**config.mk**
```make
export PLATFORM = sky130hd
export DESIGN_NAME = score_keeper_flat
export DESIGN_NICKNAME = d
export VERILOG_FILES = /design/src/rtl/score_keeper_if.sv /design/src/rtl/score_keeper.sv /design/src/flat_wrapper.sv
export SDC_FILE = /design/constraint.sdc
export NUM_CORES = 1
export LEC_CHECK = 0
export BUFFER_PORTS_ARGS = -buffer_cell sky130_fd_sc_hd__clkbuf_2
export CAP_MARGIN = 20
export CORE_MARGIN = 2
export CORE_UTILIZATION = 58
export CTS_CLUSTER_SIZE = 24
export DETAILED_ROUTE_END_ITERATION = 8
export HOLD_SLACK_MARGIN = 0.06
export PLACE_DENSITY = 0.83
export REMOVE_ABC_BUFFERS = 1
export SYNTH_ARGS = -nofsm -noshare
export SYNTH_HDL_FRONTEND = slang
export SYNTH_SLANG_ARGS = --single-unit
```
**constraint.sdc**
```tcl
create_clock -name clk -period 4.56 [get_ports clk]
set_input_delay 0.228 -clock clk [delete_from_list [all_inputs] [get_ports clk]]
set_output_delay 0.228 -clock clk [all_outputs]
set_load 0.005 [all_outputs]
```
**src/rtl/score_keeper_if.sv**
```systemverilog
// rtl/score_keeper_if.sv - strobe inputs and score/combo status outputs of score_keeper
interface score_keeper_if #(
    parameter int DIGITS  = 4,
    parameter int COMBO_W = 7
);
    logic                  hit_pulse;
    logic                  miss_pulse;
    logic                  clear;
    logic [4*DIGITS-1:0]   score_bcd;
    logic [COMBO_W-1:0]    combo;
    logic [2:0]            multiplier;
    logic                  busy;
    logic                  dropped;

    modport master (
        output hit_pulse,
        output miss_pulse,
        output clear,
        input  score_bcd,
        input  combo,
        input  multiplier,
        input  busy,
        input  dropped
    );

    modport slave (
        input  hit_pulse,
        input  miss_pulse,
        input  clear,
        output score_bcd,
        output combo,
        output multiplier,
        output busy,
        output dropped
    );
endinterface

```
**src/rtl/score_keeper.sv**
```systemverilog
// rtl/score_keeper.sv - combo/multiplier tracking and one-point-per-clock BCD score drain
module score_keeper #(
    parameter int DIGITS   = 4,
    parameter int COMBO_W  = 7,
    parameter int STEP     = 10,
    parameter int MAX_MULT = 4,
    parameter int PEND_W   = 5
) (
    input  logic          clk,
    input  logic          reset,
    score_keeper_if.slave sk
);
    typedef enum logic {IDLE, ADD} state_t;

    localparam logic [COMBO_W-1:0] COMBO_MAX = '1;
    localparam logic [PEND_W:0]    PEND_MAX  = {1'b0, {PEND_W{1'b1}}};

    state_t                state_q, state_next;
    logic [COMBO_W-1:0]    combo_q, combo_next;
    logic [2:0]            mult_q, mult_next;
    logic [PEND_W-1:0]     pend_q, pend_next;
    logic [4*DIGITS-1:0]   score_q, score_next;
    logic                  dropped_q, dropped_next;
    logic                  busy_q;

    logic                  is_hit;
    logic                  drain;
    logic [2:0]            points;
    logic [PEND_W:0]       pend_wide;

    function automatic logic [2:0] mult_of(input logic [COMBO_W-1:0] c);
        int tier;
        tier = int'(c) / STEP;
        if (tier > MAX_MULT - 1)
            tier = MAX_MULT - 1;
        return 3'(tier + 1);
    endfunction

    // An all-9s score leaves the carry set after the last digit; hold instead of wrapping.
    function automatic logic [4*DIGITS-1:0] bcd_inc(input logic [4*DIGITS-1:0] s);
        logic [4*DIGITS-1:0] r;
        logic                carry;
        r     = s;
        carry = 1'b1;
        for (int i = 0; i < DIGITS; i++) begin
            if (carry) begin
                if (s[4*i +: 4] == 4'd9) begin
                    r[4*i +: 4] = 4'd0;
                end else begin
                    r[4*i +: 4] = s[4*i +: 4] + 4'd1;
                    carry       = 1'b0;
                end
            end
        end
        return carry ? s : r;
    endfunction

    assign is_hit = sk.hit_pulse & ~sk.miss_pulse;
    assign drain  = (state_q == ADD);
    assign points = is_hit ? mult_q : 3'd0;

    always_comb begin
        combo_next   = combo_q;
        mult_next    = mult_q;
        score_next   = score_q;
        dropped_next = dropped_q;
        pend_next    = pend_q;
        state_next   = state_q;

        if (drain)
            score_next = bcd_inc(score_q);

        if (sk.miss_pulse) begin
            combo_next = '0;
            mult_next  = 3'd1;
        end else if (sk.hit_pulse) begin
            combo_next = (combo_q == COMBO_MAX) ? combo_q : combo_q + 1'b1;
            mult_next  = mult_of(combo_next);
        end

        // Points use the pre-update multiplier; drain only happens with pending nonzero.
        pend_wide = {1'b0, pend_q} - {{PEND_W{1'b0}}, drain} + (PEND_W+1)'(points);
        if (pend_wide > PEND_MAX) begin
            pend_next    = '1;
            dropped_next = 1'b1;
        end else begin
            pend_next = pend_wide[PEND_W-1:0];
        end

        state_next = (pend_next != '0) ? ADD : IDLE;

        if (sk.clear) begin
            combo_next   = '0;
            mult_next    = 3'd1;
            score_next   = '0;
            dropped_next = 1'b0;
            pend_next    = '0;
            state_next   = IDLE;
        end
    end

    always_ff @(posedge clk or posedge reset) begin
        if (reset) begin
            state_q   <= IDLE;
            combo_q   <= '0;
            mult_q    <= 3'd1;
            pend_q    <= '0;
            score_q   <= '0;
            dropped_q <= 1'b0;
            busy_q    <= 1'b0;
        end else begin
            state_q   <= state_next;
            combo_q   <= combo_next;
            mult_q    <= mult_next;
            pend_q    <= pend_next;
            score_q   <= score_next;
            dropped_q <= dropped_next;
            busy_q    <= (pend_next != '0);
        end
    end

    assign sk.score_bcd  = score_q;
    assign sk.combo      = combo_q;
    assign sk.multiplier = mult_q;
    assign sk.busy       = busy_q;
    assign sk.dropped    = dropped_q;
endmodule

```
**src/flat_wrapper.sv**
```systemverilog
// flat-port wrapper written by rule: the top's interface ports become plain ports
module score_keeper_flat 
#(
    parameter int DIGITS   = 4,
    parameter int COMBO_W  = 7,
    parameter int STEP     = 10,
    parameter int MAX_MULT = 4,
    parameter int PEND_W   = 5
)
  (clk, reset, sk_hit_pulse, sk_miss_pulse, sk_clear, sk_score_bcd, sk_combo, sk_multiplier, sk_busy, sk_dropped);
  score_keeper_if #(.DIGITS(DIGITS), .COMBO_W(COMBO_W)) sk_i ();
  input  logic clk;
  input  logic reset;
  input wire logic [$bits(sk_i.hit_pulse)-1:0] sk_hit_pulse;
  input wire logic [$bits(sk_i.miss_pulse)-1:0] sk_miss_pulse;
  input wire logic [$bits(sk_i.clear)-1:0] sk_clear;
  output wire logic [$bits(sk_i.score_bcd)-1:0] sk_score_bcd;
  output wire logic [$bits(sk_i.combo)-1:0] sk_combo;
  output wire logic [$bits(sk_i.multiplier)-1:0] sk_multiplier;
  output wire logic [$bits(sk_i.busy)-1:0] sk_busy;
  output wire logic [$bits(sk_i.dropped)-1:0] sk_dropped;
  assign sk_i.hit_pulse = sk_hit_pulse;
  assign sk_i.miss_pulse = sk_miss_pulse;
  assign sk_i.clear = sk_clear;
  assign sk_score_bcd = sk_i.score_bcd;
  assign sk_combo = sk_i.combo;
  assign sk_multiplier = sk_i.multiplier;
  assign sk_busy = sk_i.busy;
  assign sk_dropped = sk_i.dropped;
  score_keeper #(.DIGITS(DIGITS), .COMBO_W(COMBO_W), .STEP(STEP), .MAX_MULT(MAX_MULT), .PEND_W(PEND_W)) u_core (.clk(clk), .reset(reset), .sk(sk_i));
endmodule
```
==> flow_summary.yaml, run 1 <==
status:
  status: "completed"
floorplanning:
  die_y_um: 69.60
  boundaryPins: 33
  die_area_um2: 4844
  start_util_pct: 61.52
  core_area_um2: 4058
  die_x_um: 69.60
  rows: 23
sta:
  fin_skew_ps: 7.137
  relSlewSlack_pct: 64.36
  hold_violations: 0
  finalSetupTns_ps: 0
  finalSetupViolations: 0
  whs_ps: 326.4
  fin_crit_sh_pct: 87.26
  max_slew.worst_pin.slew_ps: 532.8
  period_minus_slack_ps: 3979
  fmax_mhz: 251.3
  rsz0062_at_grt: "no"
  slew_violations: 0
hold_path:
  whs_path_depth: 3
  hp-class: "in2reg"
route:
  avgRoutedWirePerCell_um: 14.35
  routed_wl_mm: 5.151
  drc: 0
  vias: 2118
  vias_per_cell: 5.900
  firstDrtPassIters: 4
  drt_first_iter_violations: 223
  ant_nets: 0
logic_synthesis:
  synth_edf_count: 0
  yosys.area.top_type: "dfrtp_1"
  synth_cell_types: 66
  netlist.area_leader.share_pct: 33.08
  synth_area_leaders: "dfrtp_1 33%, ha_1 9.5%, nor2_1 5.3%"
  syn_avg_cell_area_um2: 9.011
  synth.top_cells.by_count: "35 x nor2_1, 33 x dfrtp_1, 23 x a21oi_1"
  synth.most_common_cell: "nor2_1"
  ys_warn_count: 0
  yosysSeqAreaShare_pct: 34.14
  synth-seq-cells: 34
  async_flop_share_pct: 100.0
  synth_flop_cell: "dfrtp_1"
  netlist_instances: 277
  syn_area_um2: 2496
power:
  leakage_uw: 0.001312
  power_density_nw_per_um2: 365.1
  ir_drop_uv: 439.9
critical_path:
  cp.required_ps: 4730
  crit_path_max_fanout: 8
  cp-end-kind: "flop"
  crit_arrival_ps: 4150
  critPathLaunchType: "flop"
  path_class: "reg2reg"
  r2r_cells: 15
final_layout:
  instances_no_fill: 359
  nets: 334
  post-route-util_pct: 67.25
  fill_cells: 334
  syn_to_final_growth_pct: 9.323
  layout-drive-gt1-share_pct: 22.01
  diodes: 0
placed_design:
  port_buffers: 32
  gp_congestion: 0.8528
  dp.final_hpwl_mm: 3.782
  dp.cells: 351
clock_network:
  cts_setup_buffers: 0
  cts_tree: "built"
  cts.sinks: 34
  root_buffer: "clkbuf_8"
  cts_max_level: 2
  path_clk_slew_ps: 70
  clockBufferDepth: 2
  cts.repair.resized: 0
  clk_latency_ps: 290
  cts-buffers-inserted: 5
grt:
  first_global_vias: 1996
  grt_max_degree: 35
  grt_antenna_before_repair: 0
  grt_pass1_wl_mm: 9.073
  grt_usage_pct: 22.76
  overflow: 0
run:
  max_cap_viol_count: 0
[report_power, final]
group / internal (uW) / switching, uW
logic: 167 / 256
clock network: 102 / 103
registers: 342 / 26.0
total: 611 / 385
[stage by stage]
stage	worst slack (ps)	total power, uW	cell area [um^2]
floorplan	981.5	674.6	2410
global placement	793.8	751.3	2640
detailed placement	662.5	774.8	2640
CTS	615.9	997.1	2729
global route	339.9	1082	2729
finish	580.7	996.4	2729
[critical path, stage by stage, from the launching register on]
cell and delay, ps:
dfrtp_1 440, ha_1 290, and3_2 280, a31oi_2 390, inv_1 180, ha_1 400
and4b_1 270, a22o_2 160, nand3_1 140, or3_1 360, a32oi_2 220, a32oi_1 130
o21ai_2 180, ha_1 250, mux2i_1 130, nor2_1 50
[placed cells by master, fill, tap and decap left out, types with 4 or more instances in the layout]
master	count
inv_1	22
ha_1	19
a21oi_1	23
o21ai_0	8
nand3_1	7
dfrtp_1	33
xnor2_1	5
nor3_1	8
mux2i_1	8
nand2_1	20
a21o_1	4
nor2_1	35
clkbuf_8	5
or3_1	4
nand4_1	7
clkbuf_2	32
[registers in the layout, summed over array words and instances (netlist names)]
signal                cells
u_core.sk.score_bcd      16
u_core.sk.busy            1
u_core.pend_q             5
u_core.drain              1
u_core.sk.dropped         1
u_core.sk.multiplier      3
u_core.sk.combo           7
[layer usage]
layer  track usage (%)  part of all wire, %
met1             31.01                   45
met2             36.22                   49
met3             3.634                  3.5
met4             9.150                  2.5
met5                 0                    0
[worst paths after layout]
check                                                       to  slack, ps                            from
min                             u_core.sk.combo[1]$_DFFE_PP0P_        330                    sk_hit_pulse
min reg2reg                      u_core.sk.dropped$_DFFE_PP0P_        520   u_core.sk.dropped$_DFFE_PP0P_
max reg2reg                u_core.sk.multiplier[1]$_DFFE_PP0P_        580  u_core.sk.combo[0]$_DFFE_PP0P_
max in group asynchronous  u_core.sk.multiplier[0]$_DFFE_PP1P_       3650                           reset
max                        u_core.sk.multiplier[1]$_DFFE_PP0P_        580  u_core.sk.combo[0]$_DFFE_PP0P_
min in group asynchronous           u_core.pend_q[2]$_DFF_PP0_        570                           reset
[what timing repair did]
action / CTS / global route
setup endpoints to repair: 0 / 0
hold buffers: 1 / 0
hold endpoints to repair: 33 / 0
[layout make-up]
cell class / instances / area [um^2] / area share [%]
Timing Repair Buffer: 34 / 177.7 / 6.511
Inverter: 23 / 86.33 / 3.164
Multi-Input combinational cell: 211 / 1471 / 53.92
Clock inverter: 2 / 10.01 / 0.3668
Tap cell: 50 / 62.56 / 2.293
Sequential cell: 34 / 852.1 / 31.22
Clock buffer: 5 / 68.82 / 2.522
[kinds of logic after synthesis]
family | after synthesis | share of synthesized area, %
adder cells (fa/ha/maj) | 20 | 10.33
buffers and inverters | 32 | 6.917
AO/OA/AOI/OAI | 71 | 21.30
flip-flops | 34 | 34.14
multiplexers | 9 | 3.659
AND/OR/NAND/NOR | 103 | 20.85
XOR/XNOR | 8 | 2.807
Note: power is estimated with default switching activity, not from simulation.
==> run 2: changes to the inputs <==
- BUFFER_PORTS_ARGS: -buffer_cell sky130_fd_sc_hd__clkbuf_2 -> default
- CORE_UTILIZATION: 58 -> 59
- DONT_BUFFER_PORTS: default -> 1
- PLACE_DENSITY: 0.83 -> 0.78
==> flow_summary.yaml, run 2 (synthesis gave the netlist of run 1 again) <==
final_layout:
  layout_commonest_cell: "nor2_1"
  layout-drive-gt1-share_pct: 12.90
  fill_cells: 334
  fin_area_um2: 2610
  nets: 303
  syn_to_final_growth_pct: 4.561
  diodes: 0
  largest_reg_flops: 16
  final_cell_mix: "35 x nor2_1, 33 x dfrtp_1, 23 x a21oi_1"
sta:
  max_slew.worst_pin.slew_ps: 769.9
  fin_crit_sh_pct: 86.62
  relSlewSlack_pct: 48.51
  rsz0062_at_grt: "no"
  finalSetupTns_ps: 0
  hold_violations: 0
  finalSetupViolations: 0
  fmax_mhz: 253.2
  period_minus_slack_ps: 3950
  slew_violations: 0
  fin_skew_ps: 6.929
route:
  routed_wl_mm: 5.139
  wl_met1_mm: 2.244
  routed-wl-met3_um: 291
  avgRoutedWirePerCell_um: 15.62
  vias_per_cell: 6.204
  vias: 2041
  firstDrtPassIters: 4
  drt_first_iter_violations: 157
  top_layer: "met4"
  drc: 0
  ant_nets: 0
  dr_wl_met2_mm: 2.464
grt:
  grt_max_degree: 35
  grt_pass1_wl_mm: 8.790
  grt_usage_pct: 22.41
  overflow: 0
  grt_antenna_before_repair: 0
  first_global_vias: 1969
placed_design:
  dp.final_hpwl_mm: 3.665
  placed_cell_area_um2: 2480
  gp_congestion: 0.8555
  port_buffers: 0
power:
  leakage_uw: 0.001180
  ir_drop_uv: 399.7
  power_density_nw_per_um2: 391.7
run:
  max_cap_viol_count: 0
floorplanning:
  core_area_um2: 4029
  boundaryPins: 33
  rows: 23
  die_y_um: 69.05
  die_x_um: 69.05
  start_util_pct: 61.96
  die_area_um2: 4767
clock_network:
  cts-buffers-inserted: 5
  clk_latency_ps: 290
  cts_tree: "built"
  cts.repair.resized: 0
  cts_max_level: 2
  cts.sinks: 34
  root_buffer: "clkbuf_8"
  cts_setup_buffers: 0
  clockBufferDepth: 2
  path_clk_slew_ps: 70
critical_path:
  crit_path_max_fanout: 8
  critPathLaunchType: "flop"
  cp.required_ps: 4730
  crit_arrival_ps: 4120
  path_class: "reg2reg"
  cp-end-kind: "flop"
status:
  status: "completed"
hold_path:
  hp-class: "in2reg"
[run 2: area by class of cell]
| type | instances | area (um^2) | area share, % |
|---|---|---|---|
| clock buffer | 6 | 72.57 | 2.780 |
| multi-input combinational | 211 | 1471 | 56.38 |
| tap | 50 | 62.56 | 2.397 |
| sequential | 34 | 852.1 | 32.65 |
| inverter | 23 | 86.33 | 3.308 |
| timing repair buffer | 3 | 27.53 | 1.055 |
| clock inverter | 2 | 37.54 | 1.438 |
[run 2: critical path, cell delays in order (launching register included)]
cell,delay [ps]
dfrtp_1,450
ha_1,300
and3_2,280
a31oi_2,400
inv_1,160
ha_1,380
and4b_1,260
a22o_2,150
nand3_1,130
or3_1,350
a32oi_2,220
a32oi_1,140
o21ai_2,180
ha_1,260
mux2i_1,130
nor2_1,50
[run 2: timing repair]
item	CTS	global route
endpoints found under the hold margin	53	0
hold buffers	2	0
endpoints found under the setup margin	0	0
[run 2: final timing paths]
path | from | endpoint | slack [ps] | cells after the start
setup reg to reg | u_core.sk.combo[0]$_DFFE_PP0P_ | u_core.sk.multiplier[1]$_DFFE_PP0P_ | 610 | 15
hold reg to reg | u_core.sk.dropped$_DFFE_PP0P_ | u_core.sk.dropped$_DFFE_PP0P_ | 540 | 2
setup / recovery | u_core.sk.combo[0]$_DFFE_PP0P_ | u_core.sk.multiplier[1]$_DFFE_PP0P_ | 610 | 15
hold / removal | sk_hit_pulse | u_core.sk.combo[6]$_DFFE_PP0P_ | 100 | 2
max in group asynchronous | reset | u_core.sk.multiplier[0]$_DFFE_PP1P_ | 3750 | 3
min in group asynchronous | reset | u_core.sk.busy$_DFF_PP0_ | 470 | 3
[run 2: report_power, final]
part / internal [uW] / total, uW / switching [uW]
sequential: 342 / 371 / 28.7
combinational: 153 / 380 / 227
clock: 163 / 271 / 108
[run 2: through the flow]
stage / instances / power [uW] / hold WS, ps / setup WS [ps] / util [%]
CTS: 329 / 1028 / 93.55 / 646.5 / 64.78
global route: 329 / 1107 / 89.29 / 353.3 / 64.78
finish: 329 / 1022 / 99.80 / 610.1 / 64.78
floorplan: 268 / 674.6 / 291.1 / 981.5 / -
global placement: 319 / 731.6 / 241.2 / 783.6 / 61.55
detailed placement: 319 / 747.2 / 244.8 / 659.9 / 61.55
[run 2: metal layers]
metal	vias up	global-route usage, %
met4	0	10.24
met2	67	36.00
met3	14	5.409
li1	990	-
met1	970	28.57
met5	-	0
